$ cat config.mk
export PLATFORM = sky130hd
export DESIGN_NAME = booth_mult_16
export DESIGN_NICKNAME = d
export VERILOG_FILES = /design/src/rtl/mult_pkg.sv /design/src/rtl/rca_16bit.sv /design/src/rtl/booth_mult_16.sv
export SDC_FILE = /design/constraint.sdc
export NUM_CORES = 1
export LEC_CHECK = 0
export CAP_MARGIN = 15
export CORE_MARGIN = 2
export CORE_UTILIZATION = 30
export DETAILED_ROUTE_END_ITERATION = 6
export DONT_BUFFER_PORTS = 1
export PLACE_DENSITY = 0.54
export SLEW_MARGIN = 25
export SYNTH_ARGS = -nofsm -noshare
export SYNTH_HDL_FRONTEND = slang
export SYNTH_SLANG_ARGS = --single-unit
$ cat constraint.sdc
create_clock -name clock -period 15.7 [get_ports clock]
set_input_delay 1.57 -clock clock [delete_from_list [all_inputs] [get_ports clock]]
set_output_delay 1.57 -clock clock [all_outputs]
set_load 0.05 [all_outputs]
$ cat src/rtl/mult_pkg.sv
// Shared encodings and sizing for the iterative Booth multiplier.
// Pure declarations: no logic, no latency, no handshake.
package mult_pkg;

  localparam int MULT_WIDTH = 16;
  localparam int MULT_ITERS = 16;
  localparam int CNT_W      = 4;

  typedef enum logic [1:0] {
    IDLE = 2'b00,
    RUN  = 2'b01,
    DONE = 2'b10
  } mult_state_e;

endpackage

$ cat src/rtl/rca_16bit.sv
// 16-bit ripple-carry adder with carry-out and signed-overflow flag.
// Purely combinational, no handshake; carry ripples LSB to MSB.
module rca_16bit (
  input  logic [15:0] in1,
  input  logic [15:0] in2,
  input  logic        ci,
  output logic [15:0] sum,
  output logic        co,
  output logic        ovf
);

  logic [16:0] c;

  assign c[0] = ci;

  for (genvar i = 0; i < 16; i++) begin : g_fa
    assign sum[i]   = in1[i] ^ in2[i] ^ c[i];
    assign c[i + 1] = (in1[i] & in2[i]) | (c[i] & (in1[i] ^ in2[i]));
  end

  assign co  = c[16];
  assign ovf = c[16] ^ c[15];

endmodule

$ cat src/rtl/booth_mult_16.sv
// Radix-2 Booth signed 16x16 multiplier, one step per clock, 17 cycles start-to-result.
// start is accepted only while ready (IDLE/DONE); product and ovf hold until the next completion.
module booth_mult_16
  import mult_pkg::*;
#(
  parameter int WIDTH = MULT_WIDTH,
  parameter int ITERS = MULT_ITERS
) (
  input  logic               clock,
  input  logic               reset,
  input  logic               start,
  input  logic [WIDTH-1:0]   multiplicand,
  input  logic [WIDTH-1:0]   multiplier,
  output logic               ready,
  output logic               result_rdy,
  output logic [2*WIDTH-1:0] product,
  output logic               ovf
);

  mult_state_e        state_q, state_d;
  logic [WIDTH-1:0]   a_q, a_d;
  logic [WIDTH-1:0]   q_q, q_d;
  logic               qm1_q, qm1_d;
  logic [WIDTH-1:0]   m_q, m_d;
  logic [CNT_W-1:0]   cnt_q, cnt_d;
  logic [2*WIDTH-1:0] product_q, product_d;
  logic               ovf_q, ovf_d;

  logic [WIDTH-1:0]   adder_in2;
  logic               adder_ci;
  logic [WIDTH-1:0]   adder_sum;
  logic               adder_ovf;
  logic               adder_co_unused;
  logic               do_arith;
  logic [WIDTH-1:0]   s;
  logic               sgn;
  logic [WIDTH:0]     p_hi;

  rca_16bit u_adder (
    .in1 (a_q),
    .in2 (adder_in2),
    .ci  (adder_ci),
    .sum (adder_sum),
    .co  (adder_co_unused),
    .ovf (adder_ovf)
  );

  always_comb begin
    adder_in2 = m_q;
    adder_ci  = 1'b0;
    do_arith  = 1'b0;
    case ({q_q[0], qm1_q})
      2'b01: do_arith = 1'b1;
      2'b10: begin
        adder_in2 = ~m_q;
        adder_ci  = 1'b1;
        do_arith  = 1'b1;
      end
      default: ;
    endcase
    s   = do_arith ? adder_sum : a_q;
    // True 17-bit sign of A+/-M, so M = -32768 needs no wider accumulator.
    sgn = do_arith ? (adder_sum[WIDTH-1] ^ adder_ovf) : a_q[WIDTH-1];
  end

  always_comb begin
    state_d   = state_q;
    a_d       = a_q;
    q_d       = q_q;
    qm1_d     = qm1_q;
    m_d       = m_q;
    cnt_d     = cnt_q;
    product_d = product_q;
    ovf_d     = ovf_q;
    p_hi      = '0;
    case (state_q)
      IDLE, DONE: begin
        state_d = IDLE;
        if (start) begin
          m_d     = multiplicand;
          q_d     = multiplier;
          a_d     = '0;
          qm1_d   = 1'b0;
          cnt_d   = '0;
          state_d = RUN;
        end
      end
      RUN: begin
        a_d   = {sgn, s[WIDTH-1:1]};
        q_d   = {s[0], q_q[WIDTH-1:1]};
        qm1_d = q_q[0];
        cnt_d = cnt_q + CNT_W'(1);
        if (cnt_q == CNT_W'(ITERS - 1)) begin
          state_d   = DONE;
          product_d = {a_d, q_d};
          p_hi      = product_d[2*WIDTH-1:WIDTH-1];
          ovf_d     = !((&p_hi) || !(|p_hi));
        end
      end
      default: state_d = IDLE;
    endcase
  end

  always_ff @(posedge clock or posedge reset) begin
    if (reset) begin
      state_q   <= IDLE;
      a_q       <= '0;
      q_q       <= '0;
      qm1_q     <= 1'b0;
      m_q       <= '0;
      cnt_q     <= '0;
      product_q <= '0;
      ovf_q     <= 1'b0;
    end else begin
      state_q   <= state_d;
      a_q       <= a_d;
      q_q       <= q_d;
      qm1_q     <= qm1_d;
      m_q       <= m_d;
      cnt_q     <= cnt_d;
      product_q <= product_d;
      ovf_q     <= ovf_d;
    end
  end

  assign ready      = (state_q != RUN);
  assign result_rdy = (state_q == DONE);
  assign product    = product_q;
  assign ovf        = ovf_q;

endmodule
======== Yosys cells after proc, flatten, opt, wreduce, memory -nomap -nowiden ========
Index checks and enable logic that the tools add are counted.
operators by class
  multiply operators ...................... 0
  shifts and indexed selects .............. 0
  equal/unequal tests ..................... 8
  $add $sub $neg .......................... 1
  bitwise operators ....................... 83
  mux-type cells .......................... 16
  divide/modulo/power cells ............... 0
  reductions and logical operators ........ 12
  magnitude comparators ................... 0
operator list
  kind                   count
  $mux W16               4
  $pmux W16 S2           2
  $xor A1 B1 Y1          34
  $and A1 B1 Y1          32
  $reduce_and A17 Y1     1
  $reduce_or A17 Y1      1
  $not A16 Y16           1
  $or A1 B1 Y1           16
  $pmux W4 S2            1
  $reduce_and A2 Y1      3
  $mux W1                5
  $add A4 B1 Y4 const B  1
  $eq A2 B1 Y1 const B   2
  $eq A2 B2 Y1 const B   2
  $eq A4 B4 Y1 const B   1
  $mux W4                1
  $ne A2 B2 Y1 const B   2
  $pmux W2 S2            1
  $reduce_or A2 Y1       2
  $logic_not A1 Y1       2
  $logic_not A2 Y1       1
  $mux W2                1
  $ne A2 B1 Y1 const B   1
  $pmux W1 S2            1
  other kinds (2)        2
storage, ports and cells
  memory bits (read-only) ................. 0
  word-level logic and storage cells ...... 128
  bits in writable memories ............... 0
  memories ................................ 0
  latch bits .............................. 0
  bits in registers ....................... 88
  output and inout bits ................... 35
  input bits .............................. 35

======== Depth between registers and ports, before layout ========
Gate-level depths: netlist of run 1.
  word-level depth ........................ 42
  mapped depth ............................ 30
  mapped depth without buffers ............ 28

======== Modules after synthesis ========
A second synthesis of run 1 with hierarchy kept.
second synthesis, totals
  cell total of the unflattened synthesis .. 368
  area, all modules ....................... 4,247.8 µm²
modules (own cells, without submodules)
  module         cells each  area an instance (µm²)  instances  seq. area each (µm²)
  booth_mult_16  341         3,881.2                 1          2,202.1
  rca_16bit      27          366.6                   1          0.0

======== Worst setup path after synthesis of run 1 ========
Ideal clock, no wire load.
  path kind ............................... register to register
  start ................................... register q_q[0]
  end ..................................... register ovf_q (netlist: ovf)
  buffers on the path ..................... 2
  setup slack ............................. 8.559 ns
  cell stages (with the launch flop) ...... 28
  arrival ................................. 7.011 ns
  clock period less this slack ............ 7.141 ns
  data required time ...................... 15.571 ns
  setup time .............................. 0.129 ns
  cell sequence ........................... dfrtp_1 > ha_1 > buf_2 > buf_2 > xor2_1 > fa_1 > fa_1 > fa_1 > fa_1 > fa_1 > inv_1 > fa_1 > fa_1 > inv_1 > fa_1 > fa_1 > fa_1 > fa_1 > fa_1 > inv_1 > fa_1 > inv_1 > fa_1 > fa_1 > nor4_1 > a31oi_1 > o32ai_1 > a21oi_1
between the ends
  longest elaborated chain between the ends .. 42
  elaborated cells between the ends (all ways) .. 95
  classes of those cells .................. eq/ne (2); mux (5); bitwise (82); reduce/logical (6)
ends and longest elaborated chain
  element                 line                              RTL
  start, declared         booth_mult_16.sv:22               logic [WIDTH-1:0] q_q, q_d;
  start signal, assigned  booth_mult_16.sv:117              q_q <= q_d;
  $eq A2 B2 Y1            booth_mult_16.sv:52               case ({q_q[0], qm1_q})
  $mux W16                booth_mult_16.sv:52
  $xor A1 B1 Y1           rca_16bit.sv:17, rca_16bit.sv:18
  $and A1 B1 Y1           rca_16bit.sv:18                   assign c[i + 1] = (in1[i] & in2[i]) | (c[i] & (in1[i] ^ in2[i]));
  $or A1 B1 Y1            rca_16bit.sv:18
  $and A1 B1 Y1           rca_16bit.sv:18
  $or A1 B1 Y1            rca_16bit.sv:18
  $and A1 B1 Y1           rca_16bit.sv:18
  [... 26 more ...]       -
  $or A1 B1 Y1            rca_16bit.sv:18
  $xor A1 B1 Y1           rca_16bit.sv:22                   assign ovf = c[16] ^ c[15];
  $xor A1 B1 Y1           booth_mult_16.sv:63               sgn = do_arith ? (adder_sum[WIDTH-1] ^ adder_ovf) : a_q[WIDTH-1];
  $mux W1                 booth_mult_16.sv:63
  $reduce_or A17 Y1       booth_mult_16.sv:97               ovf_d = !((&p_hi) || !(|p_hi));
  $logic_not A1 Y1        booth_mult_16.sv:97
  $logic_or A1 B1 Y1 *    booth_mult_16.sv:97
  $logic_not A1 Y1 *      booth_mult_16.sv:97
  end signal, assigned    booth_mult_16.sv:122              ovf_q <= ovf_d;
  end, declared           booth_mult_16.sv:27               logic ovf_q, ovf_d;
Every way passes the cells marked *; elsewhere a longest branch is shown, timed or not.
A chain may end at the register's enable or synchronous reset.

======== Final worst setup path of run 1 ========
  start ................................... register qm1_q
  end ..................................... register ovf_q (netlist: ovf)
between the ends
  longest elaborated chain between the ends .. 42
  elaborated cells between the ends (all ways) .. 95
  classes of those cells .................. eq/ne (2); mux (5); bitwise (82); reduce/logical (6)
ends and longest elaborated chain
  element                 line                              RTL
  start, declared         booth_mult_16.sv:23               logic qm1_q, qm1_d;
  start signal, assigned  booth_mult_16.sv:118              qm1_q <= qm1_d;
  $eq A2 B2 Y1            booth_mult_16.sv:52
  $mux W16                booth_mult_16.sv:52
  $xor A1 B1 Y1           rca_16bit.sv:17, rca_16bit.sv:18
  $and A1 B1 Y1           rca_16bit.sv:18
  $or A1 B1 Y1            rca_16bit.sv:18
  $and A1 B1 Y1           rca_16bit.sv:18
  $or A1 B1 Y1            rca_16bit.sv:18
  $and A1 B1 Y1           rca_16bit.sv:18
  [... 26 more ...]       -
  $or A1 B1 Y1            rca_16bit.sv:18
  $xor A1 B1 Y1           rca_16bit.sv:22
  $xor A1 B1 Y1           booth_mult_16.sv:63
  $mux W1                 booth_mult_16.sv:63
  $reduce_or A17 Y1       booth_mult_16.sv:97
  $logic_not A1 Y1        booth_mult_16.sv:97
  $logic_or A1 B1 Y1 *    booth_mult_16.sv:97
  $logic_not A1 Y1 *      booth_mult_16.sv:97
Marks and branches as above.

==> summary.txt, run 1 <==
Status
  • Status: completed

Timing
  • Worst-Margin Slew: 0.9601 ns
  • Min cycle time layout: 7.376 ns
  • Slew Limit Fails: 0
  • Setup TNS: 0 ns
  • Final setup vio count: 0
  • F_max: 135.6 MHz
  • Final period utilization: 46.98%
  • Slew HR: 35.86%
  • Final Hold Viols: 0
  • Fin Clk Skew: 0.006444 ns
  • RSZ-0062 raised after global routing: false

Logic synthesis
  • Ys Warns: 0
  • Largest family of logic cells by synthesized area: simple AND/OR/NAND/NOR gates
  • Post-synth EDFFs: 0
  • Top_reg_cell synth: dfrtp_1
  • Mapped cell area: 4264 µm²
  • Post-synth ARST share: 100.0%
  • Synth unique cells: 43
  • Mux contribution to synthesized area: 11.30%
  • Synthesized instance count: 369
  • Register area share after synthesis: 51.64%
  • Synthesized Nets: 422
  • Synthesis-stage register bit count: 88
  • Synth Area in Compound Gates: 9.654%
  • Simple-gate portion of the synthesized area: 11.68%
  • Post-Synth Adder-Cell Area: 8.099%
  • Post-synthesis xor/xnor area fraction: 3.286%
  • Syn avg cell area: 11.56 µm²

GRT
  • Vias in the first global route: 2,716
  • Initial antenna violation count: 0
  • All-layer global routing usage: 13.49%
  • Total grt overflow: 0
  • First-pass GRT wire length: 15.66 mm
  • Largest net degree at the start of global routing: 57

Final layout
  • Final Instance Area: 4708 µm²
  • Ant. Diodes: 0
  • Layout cells sized above 1: 16.67%
  • Synthesis-to-layout area growth: 10.42%
  • Filler Cells Inserted: 1,389
  • Util after Layout: 33.92%
  • Final #Nets: 414

Route
  • Drt drc: 0
  • Initial DRC count: 200
  • Via count: 2,717
  • ANT nets after route: 0
  • First-pass iteration count of the detailed router: 4
  • Wirelength per Cell: 17.60 µm
  • Via density: 4.976
  • Routed WL: 9.612 mm

Floorplan
  • Die Area: 15,180 µm²
  • Ports: 70
  • # rows: 43
  • Initial Utilization: 30.72%
  • Die W: 123.2 µm
  • Die height: 123.2 µm
  • Core box area: 13,880 µm²

Placed design
  • DPL Wire Length: 6.835 mm
  • Placed cell area: 4378 µm²
  • Final GP Congestion: 0.8987
  • Port buffer count: 0

Clock tree
  • CTS sink cnt: 88
  • Reg clk slew, reported paths: 0.07 ns
  • Clk root buf: clkbuf_16
  • Clock latency on the worst-skew pair: 0.34 ns
  • TritonCTS clock tree: done
  • Postcts setup bufs: 0
  • Worst-case clock buffer depth: 2
  • Post-cts resize count: 0
  • Post-CTS Hold Buffers: 0
  • Num CTS Buffers: 9
  • H-tree levels: 3

Worst setup path
  • Critical path endpoint category: flip-flop
  • Worst Path Required: 15.92 ns
  • Arrival @ worst endpoint: 7.59 ns
  • Crit-path max FO: 16
  • Crit start category: flip-flop
  • Worst R2R Setup Slack: 8.32 ns
  • CP Class: flip-flop to flip-flop

Flow run
  • Max-cap viol count: 0

Hold path
  • Hold Path Class: flip-flop to flip-flop
==> worst max-delay path: stages, from the launching register on <==
cell,delay [ns]
dfrtp_1,0.38
inv_1,0.06
ha_2,0.44
xor2_1,0.15
fa_1,0.42
fa_1,0.39
fa_1,0.39
fa_1,0.39
fa_1,0.37
inv_1,0.08
fa_1,0.20
fa_1,0.17
inv_1,0.05
fa_1,0.37
fa_1,0.39
fa_1,0.38
fa_1,0.39
fa_1,0.37
inv_1,0.07
fa_1,0.15
inv_1,0.05
fa_1,0.40
fa_1,0.47
nor4_1,0.24
a31oi_1,0.13
o32ai_1,0.27
a21oi_1,0.06
==> sequential cells by signal, indices dropped and copies added, names as in the netlist <==
register and count:
qm1_q 1, product 32, a_q 16, cnt_q 4, q_q 16, m_q 16, ovf 1, state_q 2
==> cells in the mapped netlist (2+ instances only) <==
cell type	number	area, µm²
dfrtp_1	88	2202
nand2_1	48	180.2
mux2_2	33	371.6
a21oi_1	21	105.1
nor2_1	20	75.07
o21ai_0	19	95.09
a22oi_1	16	120.1
fa_1	16	320.3
buf_2	14	70.07
xor2_1	12	105.1
inv_1	11	41.29
mux2i_1	11	110.1
nor4_1	5	31.28
buf_4	4	30.03
nor2b_1	4	25.02
xnor2_1	4	35.03
a22o_1	3	26.28
a31oi_1	3	18.77
buf_6	3	33.78
nand3_1	3	15.01
nand4_1	3	18.77
nor3_1	3	15.01
a21o_1	2	15.01
ha_1	2	25.02
nand2b_1	2	12.51
nand4b_1	2	17.52
==> through the flow <==
stage                     std cells  hold slack [ns]  worst slack [ns]
after CTS                       546           0.4954             8.041
after global placement          530           0.4801             8.192
final                           546           0.4890             8.324
after detailed placement        530           0.4843             8.045
after floorplan                 369           0.4585             8.559
after global routing            546           0.5203             7.908
==> placed cells by master (no fill, tap or decap), types with 2 or more instances in the layout <==
master,count
mux2_2,33
xnor2_1,4
clkbuf_16,9
nand4_1,3
clkinv_2,2
a31oi_1,3
inv_1,10
a21oi_1,21
nor4_1,5
a21o_1,2
nor3_1,3
xor2_1,12
nand2b_1,2
inv_6,2
nor2_1,20
nor2b_2,2
dfrtp_1,88
nand3_1,3
a22oi_1,16
bufinv_16,2
nand4b_1,2
fa_1,16
o21ai_0,19
nor2b_1,3
buf_4,3
nand2_1,48
a22o_1,3
mux2i_1,11
==> cells by family after synthesis <==
logic type / count (synthesis)
buf+inv: 34
xor+xnor: 16
fa+ha+maj: 18
simple gates: 101
compound gates: 68
flops: 88
mux: 44
==> area by class of cell <==
type / count / area [µm²] / area share (%)
Clock inverter: 7 / 102.6 / 2.179
Clock buffer: 9 / 225.2 / 4.783
Timing Repair Buffer: 3 / 22.52 / 0.4783
Inverter: 12 / 48.80 / 1.036
Multi-Input combinational cell: 247 / 1882 / 39.97
Tap cell: 180 / 225.2 / 4.783
Sequential cell: 88 / 2202 / 46.77
==> final timing paths <==
path                                from           to  cells past startpoint
worst max-delay path               qm1_q          ovf                     26
worst min-delay path            cnt_q[3]     cnt_q[3]                      1
worst max register to register     qm1_q          ovf                     26
worst min register to register  cnt_q[3]     cnt_q[3]                      1
max in group asynchronous          reset      q_q[12]                      2
min in group asynchronous          reset  product[24]                      1
==> routing by layer <==
| layer | global-route usage (%) | vias up | share of wire [%] |
|---|---|---|---|
| li1 | - | 1261 | - |
| met1 | 19.32 | 1363 | 46 |
| met2 | 18.34 | 82 | 44 |
| met3 | 5.212 | 11 | 8.6 |
| met4 | 4.972 | 0 | 1.3 |
| met5 | 0 | - | 0 |
Power of run 1 is not shown: default switching activity piles up to over one toggle a cycle in this logic, so the estimate is an artifact.
==> run 2, diff against run 1 <==
Clock period 15.7 ns to 7.1 ns, I/O delays scaled along.
==> run 2 against run 1 <==
Net effect: count of clock-buffer cells in the layout rose by 2; global-route usage rose by 0.14 points; maximum frequency rose by 7.0%; register-to-register slack got worse by 8.1 ns; via count rose by 0.18%; utilization rose by 0.30 points; largest cell class unchanged; hold slack got worse by 0.22 ns; non-clock buffer count rose by 5; sequential share of layout area fell by 0.41 points; highest routed layer unchanged; worst setup slack got worse by 8.1 ns; final cell count rose by 0.92%; first-iteration DRC count fell by 15%.
==> summary.txt, run 2 (synthesis gave the netlist of run 1 again) <==
Floorplan
  • Ports: 70 (unchanged)
  • Die Area: 15,180 µm² (unchanged)
  • Core box area: 13,880 µm² (unchanged)
  • # rows: 43 (unchanged)
  • Die height: 123.2 µm (unchanged)
  • Initial Utilization: 30.72% (unchanged)
  • Die W: 123.2 µm (unchanged)

GRT
  • Met3 usage in global routing: 5.397% (+0.18 points)
  • Met2 Resource Use GR: 19.13% (+0.79 points)
  • All-layer global routing usage: 13.63% (+0.14 points)
  • Vias in the first global route: 2,772 (+2.1%)
  • First-pass GRT wire length: 15.80 mm (+0.88%)
  • GR peak layer: met2
  • Met1 Resource Use GR: 18.86% (-0.46 points)
  • Initial antenna violation count: 1 (+1)
  • Total grt overflow: 0 (unchanged)
  • Largest net degree at the start of global routing: 61 (+7.0%)

Route
  • First-pass iteration count of the detailed router: 5 (+1)
  • Wirelength per Cell: 17.88 µm (+1.6%)
  • Routed WL: 9.851 mm (+2.5%)
  • Via count: 2,722 (+0.18%)
  • Drt drc: 0 (unchanged)
  • Initial DRC count: 170 (-15%)
  • ANT nets after route: 0 (unchanged)
  • Via density: 4.940 (-0.73%)

Clock tree
  • CTS sink cnt: 88 (unchanged)
  • Num CTS Buffers: 9 (unchanged)
  • Reg clk slew, reported paths: 0.06 ns (about the same)
  • TritonCTS clock tree: done
  • Clk root buf: clkbuf_16
  • H-tree levels: 3 (unchanged)
  • Clock latency on the worst-skew pair: 0.34 ns (about the same)
  • Worst-case clock buffer depth: 2 (unchanged)

Timing
  • Fin Clk Skew: 0.006049 ns (-0.0003952 ns)
  • Final period utilization: 97.09% (+50 points)
  • Final Hold Viols: 0 (unchanged)
  • Slew Limit Fails: 0 (unchanged)
  • Slew HR: 35.34% (-0.52 points)
  • Worst-Margin Slew: 0.9679 ns (+0.007816 ns)
  • F_max: 145.1 MHz (+7.0%)
  • Final setup vio count: 0 (unchanged)
  • Min cycle time layout: 6.893 ns (-0.4824 ns)
  • RSZ-0062 raised after global routing: false

Worst setup path
  • Bufs and invs on worst path: 4 (-1)
  • Worst Setup EP: ovf
  • Crit-path max FO: 3 (-13)
  • R2r worst-path depth: 25 (-3.8%)
  • FF-to-FF Start: q_q[0]
  • CP Class: flip-flop to flip-flop
  • Critical path endpoint category: flip-flop
  • Crit start category: flip-flop
  • Most frequent cell on the critical path: fa_2
  • Arrival @ worst endpoint: 7.11 ns (-0.48 ns)
  • Worst R2R Setup Slack: 0.21 ns (-8.12 ns)
  • Crit. path cell count: 25 (-3.8%)
  • CP max-delay cell: fa_1
  • Crit Reg-Reg Endpoint: ovf
  • CP startpoint: q_q[0]
  • Worst Path Required: 7.32 ns (-8.60 ns)
  • CP max stage delay: 0.58 ns (+0.11 ns)
  • CP delay by family, top: adder cells

Final layout
  • Final #Nets: 419 (+1.2%)
  • Most frequent cells in the layout: 88 x dfrtp_1, 48 x nand2_1, 33 x mux2_2
  • Filler Cells Inserted: 1,387 (-0.14%)
  • Commonest non-fill, non-tap cell in the layout: dfrtp_1
  • Ant. Diodes: 0 (unchanged)
  • Layout cells sized above 1: 21.83% (+5.2 points)
  • Synthesis-to-layout area growth: 11.39%
  • Util after Layout: 34.22% (+0.30 points)
  • Max FFs per register: 32 (unchanged)

Placed design
  • DPL Wire Length: 6.796 mm (-0.57%)
  • Final GP Congestion: 0.8800 (-2.1%)
  • Port buffer count: 0 (unchanged)

Hold path
  • Hold Path Class: input pin to asynchronous set/reset pin

Status
  • Status: completed

Flow run
  • Max-cap viol count: 0 (unchanged)
## run 2: worst min path at each step
stage | from | to | slack [ns] | depth (start not counted)
floorplan | cnt_q[3] | cnt_q[3] | 0.46 | 1
global placement | cnt_q[3] | cnt_q[3] | 0.48 | 1
detailed placement | qm1_q | qm1_q | 0.49 | 1
CTS | reset | a_q[4] | 0.27 | 1
global route | reset | product[27] | 0.31 | 1
finish | reset | a_q[4] | 0.27 | 1
## run 2: final cells by class
type / instances / area [µm²] / share of cell area [%]
multi-input combinational: 247 / 1922 / 40.46
tap: 180 / 225.2 / 4.742
sequential: 88 / 2202 / 46.36
clock buffer: 11 / 252.7 / 5.321
timing repair buffer: 8 / 60.06 / 1.264
inverter: 12 / 48.80 / 1.027
clock inverter: 5 / 38.79 / 0.8166
## run 2: per-layer routing
layer / part of all wire, % / vias to the layer above
met5: 0 / -
met2: 44 / 87
li1: - / 1268
met3: 9.6 / 15
met1: 45 / 1352
met4: 1.8 / 0
## run 2: through the flow
step	setup TNS [ns]	instances	worst slack (ns)	area (µm²)	hold slack (ns)
floorplan	0	369	0.02733	4267	0.4585
global placement	0	534	0.07181	4408	0.4791
detailed placement	-0.1108	534	-0.1108	4408	0.4888
CTS	0	551	0.04400	4725	0.2725
global route	0	551	0.003096	4750	0.3102
finish	0	551	0.2069	4750	0.2668
## run 2: timing repair
item / in CTS / in global routing
gates resized for setup: 7 / 9
setup buffers: 1 / 0
endpoints found under the hold margin: 0 / 0
pin swaps: 3 / 3
hold buffers: 0 / 0
endpoints found under the setup margin: 1 / 1
## run 2: worst register-to-register path, stage by stage, from the launching register on
cell and delay [ns]:
dfrtp_1 0.39, ha_2 0.21, mux2_2 0.27, fa_2 0.34, fa_2 0.35, fa_2 0.35, fa_2 0.35, fa_1 0.39
inv_2 0.08, fa_2 0.20, fa_2 0.20, inv_1 0.06, fa_2 0.34, fa_2 0.35, fa_2 0.34, fa_2 0.34
fa_1 0.38, inv_2 0.07, fa_1 0.16, inv_1 0.06, fa_2 0.38, fa_1 0.58, nand2b_1 0.08, or3_1 0.34
o21ai_0 0.08, a21oi_1 0.08
Power of run 2 is left out for the same reason.
